## config.mk

```make
export PLATFORM = sky130hd
export DESIGN_NAME = mac_rr_scheduler_flat
export DESIGN_NICKNAME = d
export VERILOG_FILES = /design/src/rtl/mac_pkg.sv /design/src/rtl/mac_rr_scheduler_if.sv /design/src/rtl/mac_rr_arbiter.sv /design/src/rtl/mac_rr_scheduler.sv /design/src/flat_wrapper.sv
export SDC_FILE = /design/constraint.sdc
export NUM_CORES = 2
export LEC_CHECK = 0
export BUFFER_PORTS_ARGS = -buffer_cell sky130_fd_sc_hd__buf_2
export CAP_MARGIN = 40
export CELL_PAD_IN_SITES_DETAIL_PLACEMENT = 1
export CELL_PAD_IN_SITES_GLOBAL_PLACEMENT = 1
export CORE_ASPECT_RATIO = 1.4
export CORE_MARGIN = 2
export CORE_UTILIZATION = 51
export DETAILED_ROUTE_END_ITERATION = 10
export HOLD_SLACK_MARGIN = 0.15
export MAX_ROUTING_LAYER = met4
export PLACE_DENSITY = 0.95
export SLEW_MARGIN = 20
export SYNTH_ARGS = -nofsm -noshare
export SYNTH_HDL_FRONTEND = slang
export SYNTH_SLANG_ARGS = --single-unit
```

## constraint.sdc

```tcl
create_clock -name wb_clk_i -period 13.55 [get_ports wb_clk_i]
set_input_delay 1.355 -clock wb_clk_i [delete_from_list [all_inputs] [get_ports wb_clk_i]]
set_output_delay 1.355 -clock wb_clk_i [all_outputs]
set_load 0.005 [all_outputs]
```

## src/rtl/mac_pkg.sv

```systemverilog
// Shared types, widths and the round-robin pick function for the MAC scheduler.
package mac_pkg;

  localparam int unsigned A_W      = 25;
  localparam int unsigned B_W      = 16;
  localparam int unsigned P_W      = 48;
  localparam int unsigned MAX_REQ  = 8;
  localparam int unsigned ID_MAX_W = 3;

  typedef struct packed {
    logic [ID_MAX_W-1:0] id;
    logic                clr;
    logic [P_W-1:0]      prod;
  } mac_op_t;

  // One-hot grant: first valid requester at or after ptr, wrapping modulo n.
  function automatic logic [MAX_REQ-1:0] rr_pick(
    input logic [MAX_REQ-1:0]  valid,
    input logic [ID_MAX_W-1:0] ptr,
    input int unsigned         n
  );
    logic [MAX_REQ-1:0]  grant;
    logic                found;
    logic [ID_MAX_W-1:0] idx;
    grant = '0;
    found = 1'b0;
    for (int unsigned k = 0; k < MAX_REQ; k++) begin
      idx = ID_MAX_W'((32'(ptr) + k) % n);
      if ((k < n) && !found && valid[idx]) begin
        grant[idx] = 1'b1;
        found      = 1'b1;
      end
    end
    return grant;
  endfunction

endpackage

```

## src/rtl/mac_rr_scheduler_if.sv

```systemverilog
// Request/response/readback bundle between the request sources and the MAC scheduler.
interface mac_rr_scheduler_if
  import mac_pkg::*;
#(
  parameter int unsigned NUM_REQ = 4
) ();

  localparam int unsigned ID_W = $clog2(NUM_REQ);

  logic                   en;
  logic [NUM_REQ-1:0]     req_valid;
  logic [NUM_REQ-1:0]     req_clr;
  logic [NUM_REQ*A_W-1:0] req_a;
  logic [NUM_REQ*B_W-1:0] req_b;
  logic [NUM_REQ-1:0]     req_ready;
  logic                   rsp_valid;
  logic [ID_W-1:0]        rsp_id;
  logic [P_W-1:0]         rsp_p;
  logic [ID_W-1:0]        rd_id;
  logic [P_W-1:0]         rd_acc;
  logic                   busy;
  logic [31:0]            op_count;

  modport master (
    output en, req_valid, req_clr, req_a, req_b, rd_id,
    input  req_ready, rsp_valid, rsp_id, rsp_p, rd_acc, busy, op_count
  );

  modport slave (
    input  en, req_valid, req_clr, req_a, req_b, rd_id,
    output req_ready, rsp_valid, rsp_id, rsp_p, rd_acc, busy, op_count
  );

endinterface

```

## src/rtl/mac_rr_arbiter.sv

```systemverilog
// Round-robin arbiter: holds the search pointer and produces a one-hot grant.
module mac_rr_arbiter
  import mac_pkg::*;
#(
  parameter  int unsigned NUM_REQ = 4,
  localparam int unsigned ID_W    = $clog2(NUM_REQ)
) (
  input  logic               clk,
  input  logic               rst,
  input  logic               en,
  input  logic [NUM_REQ-1:0] req_valid,
  output logic [NUM_REQ-1:0] grant_c,
  output logic [ID_W-1:0]    grant_id_c,
  output logic               grant_vld_c
);

  logic [ID_W-1:0] ptr;

  // Grant is purely a function of registered ptr and the current requests.
  always_comb begin
    grant_c = '0;
    if (en) begin
      grant_c = NUM_REQ'(rr_pick(MAX_REQ'(req_valid), ID_MAX_W'(ptr), NUM_REQ));
    end
  end

  // Encode the one-hot grant into an index.
  always_comb begin
    grant_id_c = '0;
    for (int unsigned i = 0; i < NUM_REQ; i++) begin
      if (grant_c[i]) grant_id_c = ID_W'(i);
    end
  end

  assign grant_vld_c = |grant_c;

  // Advance past the winner on every transfer; hold otherwise.
  always_ff @(posedge clk) begin
    if (rst) begin
      ptr <= '0;
    end else if (grant_vld_c) begin
      ptr <= (grant_id_c == ID_W'(NUM_REQ - 1)) ? '0 : grant_id_c + ID_W'(1);
    end
  end

endmodule

```

## src/rtl/mac_rr_scheduler.sv

```systemverilog
// Shared multiplier plus per-requester accumulator bank, issued round-robin through a
// two-stage multiply/accumulate pipeline.
module mac_rr_scheduler
  import mac_pkg::*;
#(
  parameter int unsigned NUM_REQ = 4
) (
  input logic               wb_clk_i,
  input logic               wb_rst_i,
  mac_rr_scheduler_if.slave bus
);

  localparam int unsigned ID_W = $clog2(NUM_REQ);

  logic [NUM_REQ-1:0] grant_c;
  logic [ID_W-1:0]    grant_id_c;
  logic               grant_vld_c;
  logic [A_W-1:0]     a_sel_c;
  logic [B_W-1:0]     b_sel_c;
  logic               clr_sel_c;
  logic               s1_vld;
  mac_op_t            s1_op;
  logic [P_W-1:0]     acc [NUM_REQ];
  logic [P_W-1:0]     acc_cur_c;
  logic [P_W-1:0]     acc_new_c;

  mac_rr_arbiter #(.NUM_REQ(NUM_REQ)) u_arb (
    .clk         (wb_clk_i),
    .rst         (wb_rst_i),
    .en          (bus.en),
    .req_valid   (bus.req_valid),
    .grant_c     (grant_c),
    .grant_id_c  (grant_id_c),
    .grant_vld_c (grant_vld_c)
  );

  assign bus.req_ready = grant_c;

  // Route the granted requester's operands to the shared multiplier.
  always_comb begin
    a_sel_c   = '0;
    b_sel_c   = '0;
    clr_sel_c = 1'b0;
    for (int unsigned i = 0; i < NUM_REQ; i++) begin
      if (grant_c[i]) begin
        a_sel_c   = bus.req_a[i*A_W +: A_W];
        b_sel_c   = bus.req_b[i*B_W +: B_W];
        clr_sel_c = bus.req_clr[i];
      end
    end
  end

  // S1: register the unsigned product and the op's id/clear flag.
  always_ff @(posedge wb_clk_i) begin
    if (wb_rst_i) begin
      s1_vld <= 1'b0;
      s1_op  <= '0;
    end else begin
      s1_vld <= grant_vld_c;
      if (grant_vld_c) begin
        s1_op.id   <= ID_MAX_W'(grant_id_c);
        s1_op.clr  <= clr_sel_c;
        s1_op.prod <= P_W'(a_sel_c) * P_W'(b_sel_c);
      end
    end
  end

  // Current accumulator of the S1 op and its updated value (wraps modulo 2^P_W).
  always_comb begin
    acc_cur_c = '0;
    for (int unsigned i = 0; i < NUM_REQ; i++) begin
      if (s1_op.id == ID_MAX_W'(i)) acc_cur_c = acc[i];
    end
    acc_new_c = s1_op.clr ? s1_op.prod : acc_cur_c + s1_op.prod;
  end

  // S2: write the accumulator, publish the response and count the completion.
  always_ff @(posedge wb_clk_i) begin
    if (wb_rst_i) begin
      for (int unsigned i = 0; i < NUM_REQ; i++) acc[i] <= '0;
      bus.rsp_valid <= 1'b0;
      bus.rsp_id    <= '0;
      bus.rsp_p     <= '0;
      bus.op_count  <= '0;
      bus.busy      <= 1'b0;
    end else begin
      bus.rsp_valid <= s1_vld;
      bus.busy      <= grant_vld_c | s1_vld;
      if (s1_vld) begin
        for (int unsigned i = 0; i < NUM_REQ; i++) begin
          if (s1_op.id == ID_MAX_W'(i)) acc[i] <= acc_new_c;
        end
        bus.rsp_id   <= ID_W'(s1_op.id);
        bus.rsp_p    <= acc_new_c;
        bus.op_count <= bus.op_count + 32'd1;
      end
    end
  end

  // Readback of the selected accumulator; out-of-range ids read as zero.
  always_comb begin
    bus.rd_acc = '0;
    for (int unsigned i = 0; i < NUM_REQ; i++) begin
      if (bus.rd_id == ID_W'(i)) bus.rd_acc = acc[i];
    end
  end

endmodule

```

## src/flat_wrapper.sv

```systemverilog
// flat-port wrapper written by rule: the top's interface ports become plain ports
module mac_rr_scheduler_flat import mac_pkg::*;
#(
  parameter int unsigned NUM_REQ = 4
)
  (wb_clk_i, wb_rst_i, bus_en, bus_req_valid, bus_req_clr, bus_req_a, bus_req_b, bus_rd_id, bus_req_ready, bus_rsp_valid, bus_rsp_id, bus_rsp_p, bus_rd_acc, bus_busy, bus_op_count);
  mac_rr_scheduler_if #(.NUM_REQ(NUM_REQ)) bus_i ();
  input logic wb_clk_i;
  input logic wb_rst_i;
  input wire logic [$bits(bus_i.en)-1:0] bus_en;
  input wire logic [$bits(bus_i.req_valid)-1:0] bus_req_valid;
  input wire logic [$bits(bus_i.req_clr)-1:0] bus_req_clr;
  input wire logic [$bits(bus_i.req_a)-1:0] bus_req_a;
  input wire logic [$bits(bus_i.req_b)-1:0] bus_req_b;
  input wire logic [$bits(bus_i.rd_id)-1:0] bus_rd_id;
  output wire logic [$bits(bus_i.req_ready)-1:0] bus_req_ready;
  output wire logic [$bits(bus_i.rsp_valid)-1:0] bus_rsp_valid;
  output wire logic [$bits(bus_i.rsp_id)-1:0] bus_rsp_id;
  output wire logic [$bits(bus_i.rsp_p)-1:0] bus_rsp_p;
  output wire logic [$bits(bus_i.rd_acc)-1:0] bus_rd_acc;
  output wire logic [$bits(bus_i.busy)-1:0] bus_busy;
  output wire logic [$bits(bus_i.op_count)-1:0] bus_op_count;
  assign bus_i.en = bus_en;
  assign bus_i.req_valid = bus_req_valid;
  assign bus_i.req_clr = bus_req_clr;
  assign bus_i.req_a = bus_req_a;
  assign bus_i.req_b = bus_req_b;
  assign bus_i.rd_id = bus_rd_id;
  assign bus_req_ready = bus_i.req_ready;
  assign bus_rsp_valid = bus_i.rsp_valid;
  assign bus_rsp_id = bus_i.rsp_id;
  assign bus_rsp_p = bus_i.rsp_p;
  assign bus_rd_acc = bus_i.rd_acc;
  assign bus_busy = bus_i.busy;
  assign bus_op_count = bus_i.op_count;
  mac_rr_scheduler #(.NUM_REQ(NUM_REQ)) u_core (.wb_clk_i(wb_clk_i), .wb_rst_i(wb_rst_i), .bus(bus_i));
endmodule
```

==> results.yml <==
run_status:
  status: "finished clean"
place:
  dpl.hpwl_mm: 91.16
  numPortBuffers: 312
  gp_congestion: 0.9940
routing:
  drtAntennaViolNets: 0
  wl_per_cell_um: 28.64
  post-route-drc-count: 0
  first_pass_iters: 5
  vias_per_cell: 6.548
  first_iter_violations: 3007
  num_vias: 27780
  routed_wl_mm: 121.5
clock_tree:
  cts.sinks: 323
  tritoncts: "built"
  cts_resized: 0
  htreeDepth: 1
  hold_buffers: 0
  clk_pin_slew_worst_paths_ns: 0.08
  clockBufferDepth: 3
  cts-root-buf: "clkbuf_16"
  cts_buffers: 31
  clock_latency_ns: 0.63
  post-cts-setup-buffers: 0
min_path:
  min_to: "u_core.bus.rsp_p[44]"
  hold_class: "reg2reg"
  whs_path_depth: 2
  min-delay-start: "u_core.bus.rsp_p[44]"
floorplanning:
  die_w_um: 211.4
  rows: 106
  fp.dieH_um: 294.3
  core_mm2: 0.05968
  start_util_pct: 51.45
  io_pins: 313
  dieArea_mm2: 0.06221
timing:
  finalHoldViolCount: 0
  fin_crit_sh_pct: 86.83
  slew_headroom_pct: 29.65
  setup-tns-final_ns: 0
  period_needed_ns: 11.77
  worstMarginPinSlew_ns: 1.055
  finalMaxSlewViolations: 0
  clock_skew_ns: 0.03930
  timing.final.setup_violations: 0
  rsz0062_at_grt: "false"
  timing.fmax_mhz: 85.00
yosys:
  synth_cell_types: 75
  synth_edf_count: 192
  netlist_area_mm2: 0.03071
  ys_warn_count: 0
  netlist_instances: 3244
  synth_ff_type: "edfxtp_1"
  synth_seq_cells: 323
  syn-num-nets: 3905
  seq_area_frac_synth_pct: 27.32
  avgSynthCellArea_um2: 9.465
  async_reset_ff_share_pct: 0
setup_path:
  worstPathRequired_ns: 14.07
  r2r-end: "u_core.s1_op[40]"
  r2r-start: "u_core.u_arb.ptr[0]"
  endpoint_kind: "flip-flop"
  cpMostUsedCell: "fa_1"
  slowest_delay_ns: 0.80
  arrival_ns: 12.29
  r2r_cells: 35
  critPathKind: "reg2reg"
  start_kind: "flip-flop"
  r2r_setup_slack_ns: 1.79
  worstPathMaxFanout: 24
  cp_slowest_cell: "a21oi_2"
global_route:
  grt-ovfl-total: 0
  grt_antenna_before_repair: 5
  busiest_layer: "met2"
  grt_pass1_vias: 31030
  grtUsageMet1_pct: 40.23
  grt_max_degree: 126
  grt_util_met2_pct: 66.64
  grtUsageTotal_pct: 40.51
  grt_pass1_wl_mm: 183.4
  use_met3_pct: 10.38
cells_and_area:
  drive_above_1_share_pct: 16.86
  ff_latch_area_mm2: 0.008398
  multiInputGateArea_mm2: 0.02010
  fin_nets: 4117
  syn_to_final_growth_pct: 11.04
  fill_cells: 6779
flow_run:
  maxCapViolations: 0
[critical path, delay by kind of cell, from the launching register on]
kind	cells	cell delay [ns]
compound gates	11	3.51
mux	1	0.38
buf+inv	7	1.21
xor+xnor	1	0.14
flops	1	0.61
simple gates	7	1.90
fa+ha+maj	8	3.88
[final cells by class]
cell class | count | share of cell area, %
Clock buffer | 36 | 2.543
Sequential cell | 323 | 24.63
Clock inverter | 22 | 0.6936
Inverter | 382 | 4.205
Tap cell | 756 | 2.774
Timing Repair Buffer | 364 | 6.154
Antenna cell | 5 | 0.03670
Multi-Input combinational cell | 2354 | 58.96
[state kept, by name, indices dropped and copies added (netlist names)]
signal                cells
u_core.bus.rsp_p         48
u_core.bus.op_count      32
u_core.bus.rsp_valid      1
u_core.acc              192
u_core.bus.busy           1
u_core.bus.rsp_id         2
u_core.s1_vld             1
u_core.s1_op             44
u_core.u_arb.ptr          2
[synth_stat cells (10+ instances only)]
library cell / instances / area, um2
buf_4: 11 / 82.58
nand3_1: 33 / 165.2
and3_1: 14 / 87.58
and2_1: 29 / 181.4
nand2b_1: 13 / 81.33
clkbuf_1: 85 / 319.1
dfxtp_1: 131 / 2623
a22oi_1: 12 / 90.09
buf_1: 22 / 82.58
nor2b_1: 16 / 100.1
nand2_1: 375 / 1408
a21oi_1: 204 / 1021
o21a_1: 11 / 82.58
nor2_1: 505 / 1896
a21oi_2: 22 / 192.7
mux4_2: 100 / 2252
xnor2_1: 68 / 595.6
o21ai_0: 60 / 300.3
fa_1: 321 / 6426
a211oi_1: 52 / 390.4
inv_1: 380 / 1426
a31oi_1: 10 / 62.56
xor2_1: 36 / 315.3
ha_1: 163 / 2039
nor3_1: 40 / 200.2
o22ai_1: 39 / 244.0
edfxtp_1: 192 / 5766
buf_2: 62 / 310.3
mux2i_1: 16 / 160.2
a21o_1: 78 / 585.6
nand4_1: 17 / 106.4
or3_1: 14 / 87.58
[cell usage in the layout (no fill, tap or decap), types with 13 or more instances in the layout]
master	n
xnor2_1	68
inv_1	380
or3_1	14
nand2_1	374
a211oi_1	52
clkbuf_16	33
o21ai_0	59
a21oi_1	204
ha_1	163
mux4_2	100
nor2_1	505
a21oi_2	22
nand2b_1	13
fa_1	321
nor3_1	40
and3_1	14
nand4_1	17
mux2i_1	16
a21o_1	78
dfxtp_1	127
buf_4	34
edfxtp_1	192
buf_2	312
and2_1	29
xor2_1	36
nand3_1	31
o22ai_1	39
nor2b_1	16
[metrics by stage]
step                area [um2]  util [%]  std cells  setup slack, ns  hold WS [ns]
floorplan                30710         -       3244            4.351        0.4454
global placement         32710     54.81       4160            2.537        0.4476
detailed placement       32790     54.94       4164            2.021        0.4529
CTS                      33890     56.78       4222            2.326        0.4643
global route             34100     57.13       4242            1.287        0.4991
finish                   34100     57.13       4242            1.785        0.4645
[how the worst max path moves through the flow]
stage                             start  slack (ns)                to  cells past startpoint
floorplan              bus_req_valid[3]        4.35  u_core.s1_op[40]                     33
global placement       bus_req_valid[1]        2.54  u_core.s1_op[40]                     32
global route        u_core.u_arb.ptr[0]        1.29  u_core.s1_op[40]                     35
CTS                 u_core.u_arb.ptr[0]        2.33  u_core.s1_op[40]                     31
detailed placement     bus_req_valid[1]        2.02  u_core.s1_op[40]                     32
finish              u_core.u_arb.ptr[0]        1.79  u_core.s1_op[40]                     35
[metal layers]
metal  wire, um  vias up
li1           -    11280
met4      11610        0
met2      59620     2018
met1      38110    13690
met3      12130      792
met5          0        -
[logic make-up after synthesis]
group           after synthesis  synth area share (%)
compound gates              564                 11.89
buf+inv                     567                 7.441
mux                         117                 7.893
xor+xnor                    104                 2.966
fa+ha+maj                   484                 27.57
simple gates               1085                 14.92
flops                       323                 27.32
Power is not shown: default switching activity piles up to over one toggle a cycle in this logic, so the estimate is an artifact.
